$ cat src/rtl/multicycle_controller.sv
// Multicycle MIPS-subset sequencer: lw 5, sw/R/addi 4, branch/jump 3 cycles at zero-wait memory.
// Memory states stall on mem_ready=0 (one cycle each); a stall run of TIMEOUT_CYCLES traps.
module multicycle_controller #(
  parameter int unsigned TIMEOUT_CYCLES = 255
) (
  input  logic       clk,
  input  logic       reset,
  input  logic [5:0] op,
  input  logic [5:0] funct,
  input  logic       zero,
  input  logic       mem_ready,
  output logic       mem_read,
  output logic       mem_write,
  output logic       iord,
  output logic       ir_write,
  output logic       pc_en,
  output logic [1:0] pc_src,
  output logic       alu_src_a,
  output logic [1:0] alu_src_b,
  output logic [1:0] alu_op,
  output logic       reg_write,
  output logic       reg_dst,
  output logic       reg_ra,
  output logic       mem_to_reg,
  output logic       pc_to_reg,
  output logic       retire,
  output logic       trap,
  output logic [1:0] trap_cause,
  output logic [3:0] state
);

  localparam int CW = (TIMEOUT_CYCLES > 1) ? $clog2(TIMEOUT_CYCLES + 1) : 1;

  typedef enum logic [3:0] {
    S_FETCH    = 4'd0,
    S_DECODE   = 4'd1,
    S_MEMADR   = 4'd2,
    S_MEMREAD  = 4'd3,
    S_MEMWB    = 4'd4,
    S_MEMWRITE = 4'd5,
    S_EXECUTE  = 4'd6,
    S_ALUWB    = 4'd7,
    S_BRANCH   = 4'd8,
    S_ADDIEX   = 4'd9,
    S_ADDIWB   = 4'd10,
    S_JUMP     = 4'd11,
    S_JAL      = 4'd12,
    S_TRAP     = 4'd13
  } state_t;

  state_t        cur_state, nxt_state;
  logic [CW-1:0] wait_q, wait_d;
  logic [1:0]    cause_q, cause_d;
  logic          mem_state;
  logic          timeout;

  always_ff @(posedge clk or posedge reset) begin
    if (reset) begin
      cur_state <= S_FETCH;
      wait_q    <= '0;
      cause_q   <= 2'b00;
    end else begin
      cur_state <= nxt_state;
      wait_q    <= wait_d;
      cause_q   <= cause_d;
    end
  end

  // wait_q holds stall cycles already spent, so the current stalled cycle is wait_q+1
  always_comb begin
    mem_state = (cur_state == S_FETCH) || (cur_state == S_MEMREAD) || (cur_state == S_MEMWRITE);
    timeout   = (TIMEOUT_CYCLES != 0) && mem_state && !mem_ready &&
                (wait_q == CW'(TIMEOUT_CYCLES - 1));
  end

  always_comb begin
    nxt_state = cur_state;
    cause_d   = cause_q;
    case (cur_state)
      S_FETCH:    if (mem_ready) nxt_state = S_DECODE;
      S_DECODE: begin
        casez (op)
          6'b000000:           nxt_state = S_EXECUTE;
          6'b100011, 6'b101011: nxt_state = S_MEMADR;
          6'b00010?:           nxt_state = S_BRANCH;
          6'b00100?:           nxt_state = S_ADDIEX;
          6'b000010:           nxt_state = S_JUMP;
          6'b000011:           nxt_state = S_JAL;
          default: begin
            nxt_state = S_TRAP;
            cause_d   = 2'b01;
          end
        endcase
      end
      S_MEMADR:   nxt_state = (op == 6'b101011) ? S_MEMWRITE : S_MEMREAD;
      S_MEMREAD:  if (mem_ready) nxt_state = S_MEMWB;
      S_MEMWB:    nxt_state = S_FETCH;
      S_MEMWRITE: if (mem_ready) nxt_state = S_FETCH;
      S_EXECUTE:  nxt_state = S_ALUWB;
      S_ALUWB:    nxt_state = S_FETCH;
      S_BRANCH:   nxt_state = S_FETCH;
      S_ADDIEX:   nxt_state = S_ADDIWB;
      S_ADDIWB:   nxt_state = S_FETCH;
      S_JUMP:     nxt_state = S_FETCH;
      S_JAL:      nxt_state = S_FETCH;
      default:    nxt_state = S_TRAP;
    endcase
    if (timeout) begin
      nxt_state = S_TRAP;
      cause_d   = 2'b10;
    end
  end

  // Stall counter saturates so a disabled timeout never wraps into a false match
  always_comb begin
    wait_d = '0;
    if (mem_state && !mem_ready && (nxt_state == cur_state))
      wait_d = (wait_q == {CW{1'b1}}) ? wait_q : wait_q + 1'b1;
  end

  always_comb begin
    mem_read   = 1'b0;
    mem_write  = 1'b0;
    iord       = 1'b0;
    ir_write   = 1'b0;
    pc_en      = 1'b0;
    pc_src     = 2'b00;
    alu_src_a  = 1'b0;
    alu_src_b  = 2'b00;
    alu_op     = 2'b00;
    reg_write  = 1'b0;
    reg_dst    = 1'b0;
    reg_ra     = 1'b0;
    mem_to_reg = 1'b0;
    pc_to_reg  = 1'b0;
    retire     = 1'b0;
    case (cur_state)
      S_FETCH: begin
        mem_read  = 1'b1;
        alu_src_b = 2'b01;
        ir_write  = mem_ready;
        pc_en     = mem_ready;
      end
      S_DECODE:   alu_src_b = 2'b11;
      S_MEMADR: begin
        alu_src_a = 1'b1;
        alu_src_b = 2'b10;
      end
      S_MEMREAD: begin
        mem_read = 1'b1;
        iord     = 1'b1;
      end
      S_MEMWB: begin
        reg_write  = 1'b1;
        mem_to_reg = 1'b1;
        retire     = 1'b1;
      end
      S_MEMWRITE: begin
        mem_write = 1'b1;
        iord      = 1'b1;
        retire    = mem_ready;
      end
      S_EXECUTE: begin
        alu_src_a = 1'b1;
        alu_op    = 2'b10;
        alu_src_b = (funct == 6'b000000) ? 2'b10 : 2'b00;
      end
      S_ALUWB: begin
        reg_write = 1'b1;
        reg_dst   = 1'b1;
        retire    = 1'b1;
      end
      S_BRANCH: begin
        alu_src_a = 1'b1;
        alu_op    = 2'b01;
        pc_src    = 2'b01;
        pc_en     = zero ^ op[0];
        retire    = 1'b1;
      end
      S_ADDIEX: begin
        alu_src_a = 1'b1;
        alu_src_b = 2'b10;
      end
      S_ADDIWB: begin
        reg_write = 1'b1;
        retire    = 1'b1;
      end
      S_JUMP: begin
        pc_en  = 1'b1;
        pc_src = 2'b10;
        retire = 1'b1;
      end
      S_JAL: begin
        pc_en     = 1'b1;
        pc_src    = 2'b10;
        reg_write = 1'b1;
        reg_ra    = 1'b1;
        pc_to_reg = 1'b1;
        retire    = 1'b1;
      end
      default: ;
    endcase
    // Reset already parks state in FETCH; this also kills FETCH's request and handshake enables
    if (reset) begin
      mem_read  = 1'b0;
      mem_write = 1'b0;
      ir_write  = 1'b0;
      pc_en     = 1'b0;
      reg_write = 1'b0;
      retire    = 1'b0;
    end
  end

  assign trap       = (cur_state == S_TRAP);
  assign trap_cause = cause_q;
  assign state      = cur_state;

endmodule

$ cat config.mk
export PLATFORM = sky130hd
export DESIGN_NAME = multicycle_controller
export DESIGN_NICKNAME = d
export VERILOG_FILES = /design/src/rtl/multicycle_controller.sv
export SDC_FILE = /design/constraint.sdc
export NUM_CORES = 1
export LEC_CHECK = 0
export CAP_MARGIN = 30
export CORE_ASPECT_RATIO = 0.7
export CORE_MARGIN = 10
export CORE_UTILIZATION = 42
export DETAILED_ROUTE_END_ITERATION = 7
export HOLD_SLACK_MARGIN = 0.08
export MAX_ROUTING_LAYER = met4
export PLACE_DENSITY = 0.85
export RECOVER_POWER = 50
export REMOVE_ABC_BUFFERS = 1
export SYNTH_ARGS = -nofsm -noshare
export SYNTH_HDL_FRONTEND = slang
export SYNTH_SLANG_ARGS = --single-unit
$ cat constraint.sdc
create_clock -name clk -period 1.3 [get_ports clk]
set_input_delay 0.195 -clock clk [delete_from_list [all_inputs] [get_ports clk]]
set_output_delay 0.195 -clock clk [all_outputs]
set_load 0.02 [all_outputs]
# Word level (Yosys, flattened, before mapping)
# Index checks and enable logic that the tools add are counted.
# W data, S select, Z words.
# totals
ff_bits	14
inputBits	16
out_inout_bits	25
wordCells	82
# op_classes
add_sub_neg	1
n_eq_ne	24
n_mux	33
bitwise_logic	1
reduce_logical	20
# op_table
op	n
$pmux W4 S8	1
$eq A4 B4 Y1 const B	6
$pmux W4 S6	1
$eq A4 B3 Y1 const B	4
$eq A8 B8 Y1 const B	2
$mux W4	4
$mux W8	2
$mux W1	15
$eq A6 B2 Y1 const B	2
$eq A6 B6 Y1 const B	2
$logic_not A6 Y1	2
$reduce_or A2 Y1	5
$add A8 B1 Y8 const B	1
$eq A4 B2 Y1 const B	2
$mux W2	4
$pmux W2 S2	2
$pmux W2 S4	1
$reduce_or A4 Y1	2
$reduce_or A7 Y1	1
$reduce_or A6 Y1	1
$eq A5 B2 Y1 const B	1
$eq A5 B3 Y1 const B	1
$eq A4 B1 Y1 const B	1
$eq A4 B4 Y1	1
12 further kinds	15

# Depth between registers and ports, before layout
# depth
word_depth	9
ltp_mapped	6
mapped_depth_nobuf	5

# Worst setup path before layout
# Ideal clock, no wire load.
# synth_path
kind	register to output
start	register cur_state[2], in the netlist state[2]
end	output reg_ra
arrival_time_ps	1672
t_required_ps	1105
path_slack_ps	-567
stages_incl_launch_ff	5
n_path_buf	2
path_cell_list	dfrtp_1 buf_4 nand2_1 nor3_1 buf_4
# synth_between
elab_chain_cells	2
# synth_lines
element	line	rtl
start: declaration	51	state_t cur_state, nxt_state;
start signal: assignment	63	cur_state <= nxt_state;
$eq A4 B4 Y1	-	
$mux W1	-	
end: declaration	23	output logic reg_ra,
# Every way passes these cells.

# Final worst setup path
# layout_path
start	register cur_state[1], in the netlist state[1]
end	register cur_state[1], in the netlist state[1]
# layout_between
elab_chain_cells	6
word_cells_on_any_way	23
classes_between	eq/ne (12); mux (5); reduce/logical (6)
# layout_lines
element	line	rtl
branches (longest 5 deep; another with $pmux W4 S8)	-	
$mux W4 *	108	if (timeout) begin
via nxt_state[1]	51	
# Mark *: on every way through the listed nets, which the timed path passes.
# A chain may end at the register's enable or synchronous reset.

==> out/results.ini <==
[run_status]
outcome=finished with violations
violations=design-rule violations, negative setup slack

[sta]
max_freq_mhz=530
period_share_pct=145
min_period_ps=1890
tightest_slew_ps=411
slew_headroom_pct=72.2
hold_violations=0
skew_ps=3.53
setup_viol=36
rsz0062_at_grt=yes
slew_violations=0
setup_ws_ps=-587

[global_route]
first_global_vias=1800
grt-ovfl-total=0
antenna_found_initial=1
grt_start_max_net_pins=15
grt_use_total_pct=21.2
grt_pass1_wl_mm=9.28

[floorplan]
initial_core_util_pct=44.5
fp.dieW_um=85.6
dieArea_um2=5640
core_um2=2840
fp.dieH_um=65.9
num_rows=16
io_pins=41

[clocking]
cts_root_buf=clkbuf_8
cts.path.max_buffers=2
postCtsHoldBufs=0
cts_tree=done
cts.sinks=14
path_clk_slew_ps=70
insertion_delay_ps=260
h-tree-depth=1
cts_buffers=3

[placement]
placedCellCount=268
port_buffers=40
dp_slack_ps=-731
gp_congestion=0.964
dp.final_hpwl_mm=3.65
placed_cell_area_um2=1990

[pwr]
power_density_nw_per_um2=406
ir_worst_vdd_mv=0.653
leakage_nw=1.09

[synthesis]
synth_largest_area_cell=dfrtp_1
synth_cell_type_count=45
synth_area_leaders=dfrtp_1 (28%), nor2_1 (6.5%), nand3_1 (4.4%)
ys_seq_elements=14
ys_warn_count=0
avgSynthCellArea_um2=7.91
syn-instance-count=160
ys_seq_area_share_pct=27.7
syn_area_um2=1260
synth_top_area_share_pct=27.7

[critical_path]
arrival_ps=2020
worst_r2r_startpoint=state[1]
required_ps=1440
crit_fanout=6
start_kind=register
endpoint_kind=register
critical_path_class=reg2reg
r2r_end=state[1]
r2r_cells=6
reg2reg_slack_ps=-590

[routing]
drtIter0Drc=321
ant_nets=0
vias_per_cell=6.59
drt-total-wl_mm=7.50
firstDrtPassIters=8
drc=1
vias=1952
wire_per_inst_um=25.4

[hold_path]
hp-start=trap_cause[1]
min_to=trap_cause[1]
hold_depth=1
hold_path.class=reg2reg

[final_layout]
design_area_um2=2550
final_cell_mix=buf_4 (58), buf_6 (25), clkdlybuf4s50_1 (14)
layout_commonest_cell=buf_4
drive_gt1_share_pct=56.4
syn2layout_area_growth_pct=102
final_cells=296
final_nets=278

[run]
maxCapViolCount=0

## repair_timing
item	in CTS	in global routing
pin swaps	24	15
setup endpoints to repair	39	36
hold endpoints to repair	0	0
buffers inserted	9	15
resized for setup	182	36
gates cloned	0	1
## sequential cells by signal, indices dropped and copies added (netlist names)
| register | flops |
|---|---|
| wait_q | 8 |
| trap_cause | 2 |
| state | 4 |
## stage by stage
step           hold slack [ps]  setup TNS, ps  util (%)  total power, mW
3_5_place_dp               478         -17260      69.9            0.572
6_report                   522         -12960      89.9             1.04
4_1_cts                    445          -9300      80.5             1.00
5_1_grt                    560         -14030      89.9             1.06
2_1_floorplan             84.2         -14500         -            0.473
3_3_place_gp               482         -15630      69.9            0.566
## where the power goes
part / internal [mW] / switching, mW
Clock: 0.270 / 0.191
Combinational: 0.0751 / 0.0666
Sequential: 0.436 / 0
Total: 0.781 / 0.258
## routing by layer
metal | wire, µm | global-route usage [%]
met1 | 2570 | 21.6
met4 | 636 | 12.3
met5 | 0 | -
met3 | 790 | 6.03
met2 | 3510 | 36.2
## worst max-delay path by stage
stage                end  cells past startpoint  slack, ps  startpoint
2_1_floorplan  pc_to_reg                      2       -840    state[2]
3_3_place_gp       pc_en                      5       -630   mem_ready
3_5_place_dp       pc_en                      5       -730    state[0]
4_1_cts         state[1]                      6       -390    state[1]
5_1_grt         state[1]                      6       -690    state[1]
6_report        state[1]                      6       -590    state[1]
## cell type report
type                       instances  area, µm²
clock buffer                       4       55.1
multi-input combinational        128       1080
fill                             121        288
tap                               36       45.0
inverter                           3       11.3
timing repair buffer             110       1010
antenna                            1       2.50
sequential                        14        355
## synth_stat cells (all sizes together)
library cell	count
a32oi	1
inv	3
a21o	3
o22a	1
ha	2
o311ai	2
o21bai	1
and2	1
a2111oi	1
xor2	4
nor4	4
a2bb2oi	1
nor3	10
a311oi	1
nor4b	2
nand3	11
nor3b	1
nand4	2
o22ai	1
clkbuf	3
a211oi	3
nand2	12
and3	4
buf	12
dfrtp	14
xnor2	5
nor2	22
o21ai	9
mux2	1
a21oi	6
nand2b	7
o21a	2
mux2i	1
nand3b	3
o211ai	1
a31oi	1
o2111ai	1
nand4b	1
## critical path: stages (launching register included)
cell	delay (ps)
dfrtp_2	470
nand2b_4	180
buf_6	150
buf_6	140
nor4b_4	280
o21ai_1	170
a311oi_1	370
## logic make-up (layout without fill, tap and decap cells)
kind of cell,after synthesis,in the layout,synth area share [%]
other,0,1,0
xor gates and xnor gates,9,9,6.23
DFF,14,14,27.7
and+or+nand+nor,80,80,34.0
buffers and inverters,18,117,7.91
muxes,2,2,1.68
adders and majority gates,2,2,1.98
AOI/OAI and AO/OA,35,35,20.5
Power figures use the tool's default switching activity.
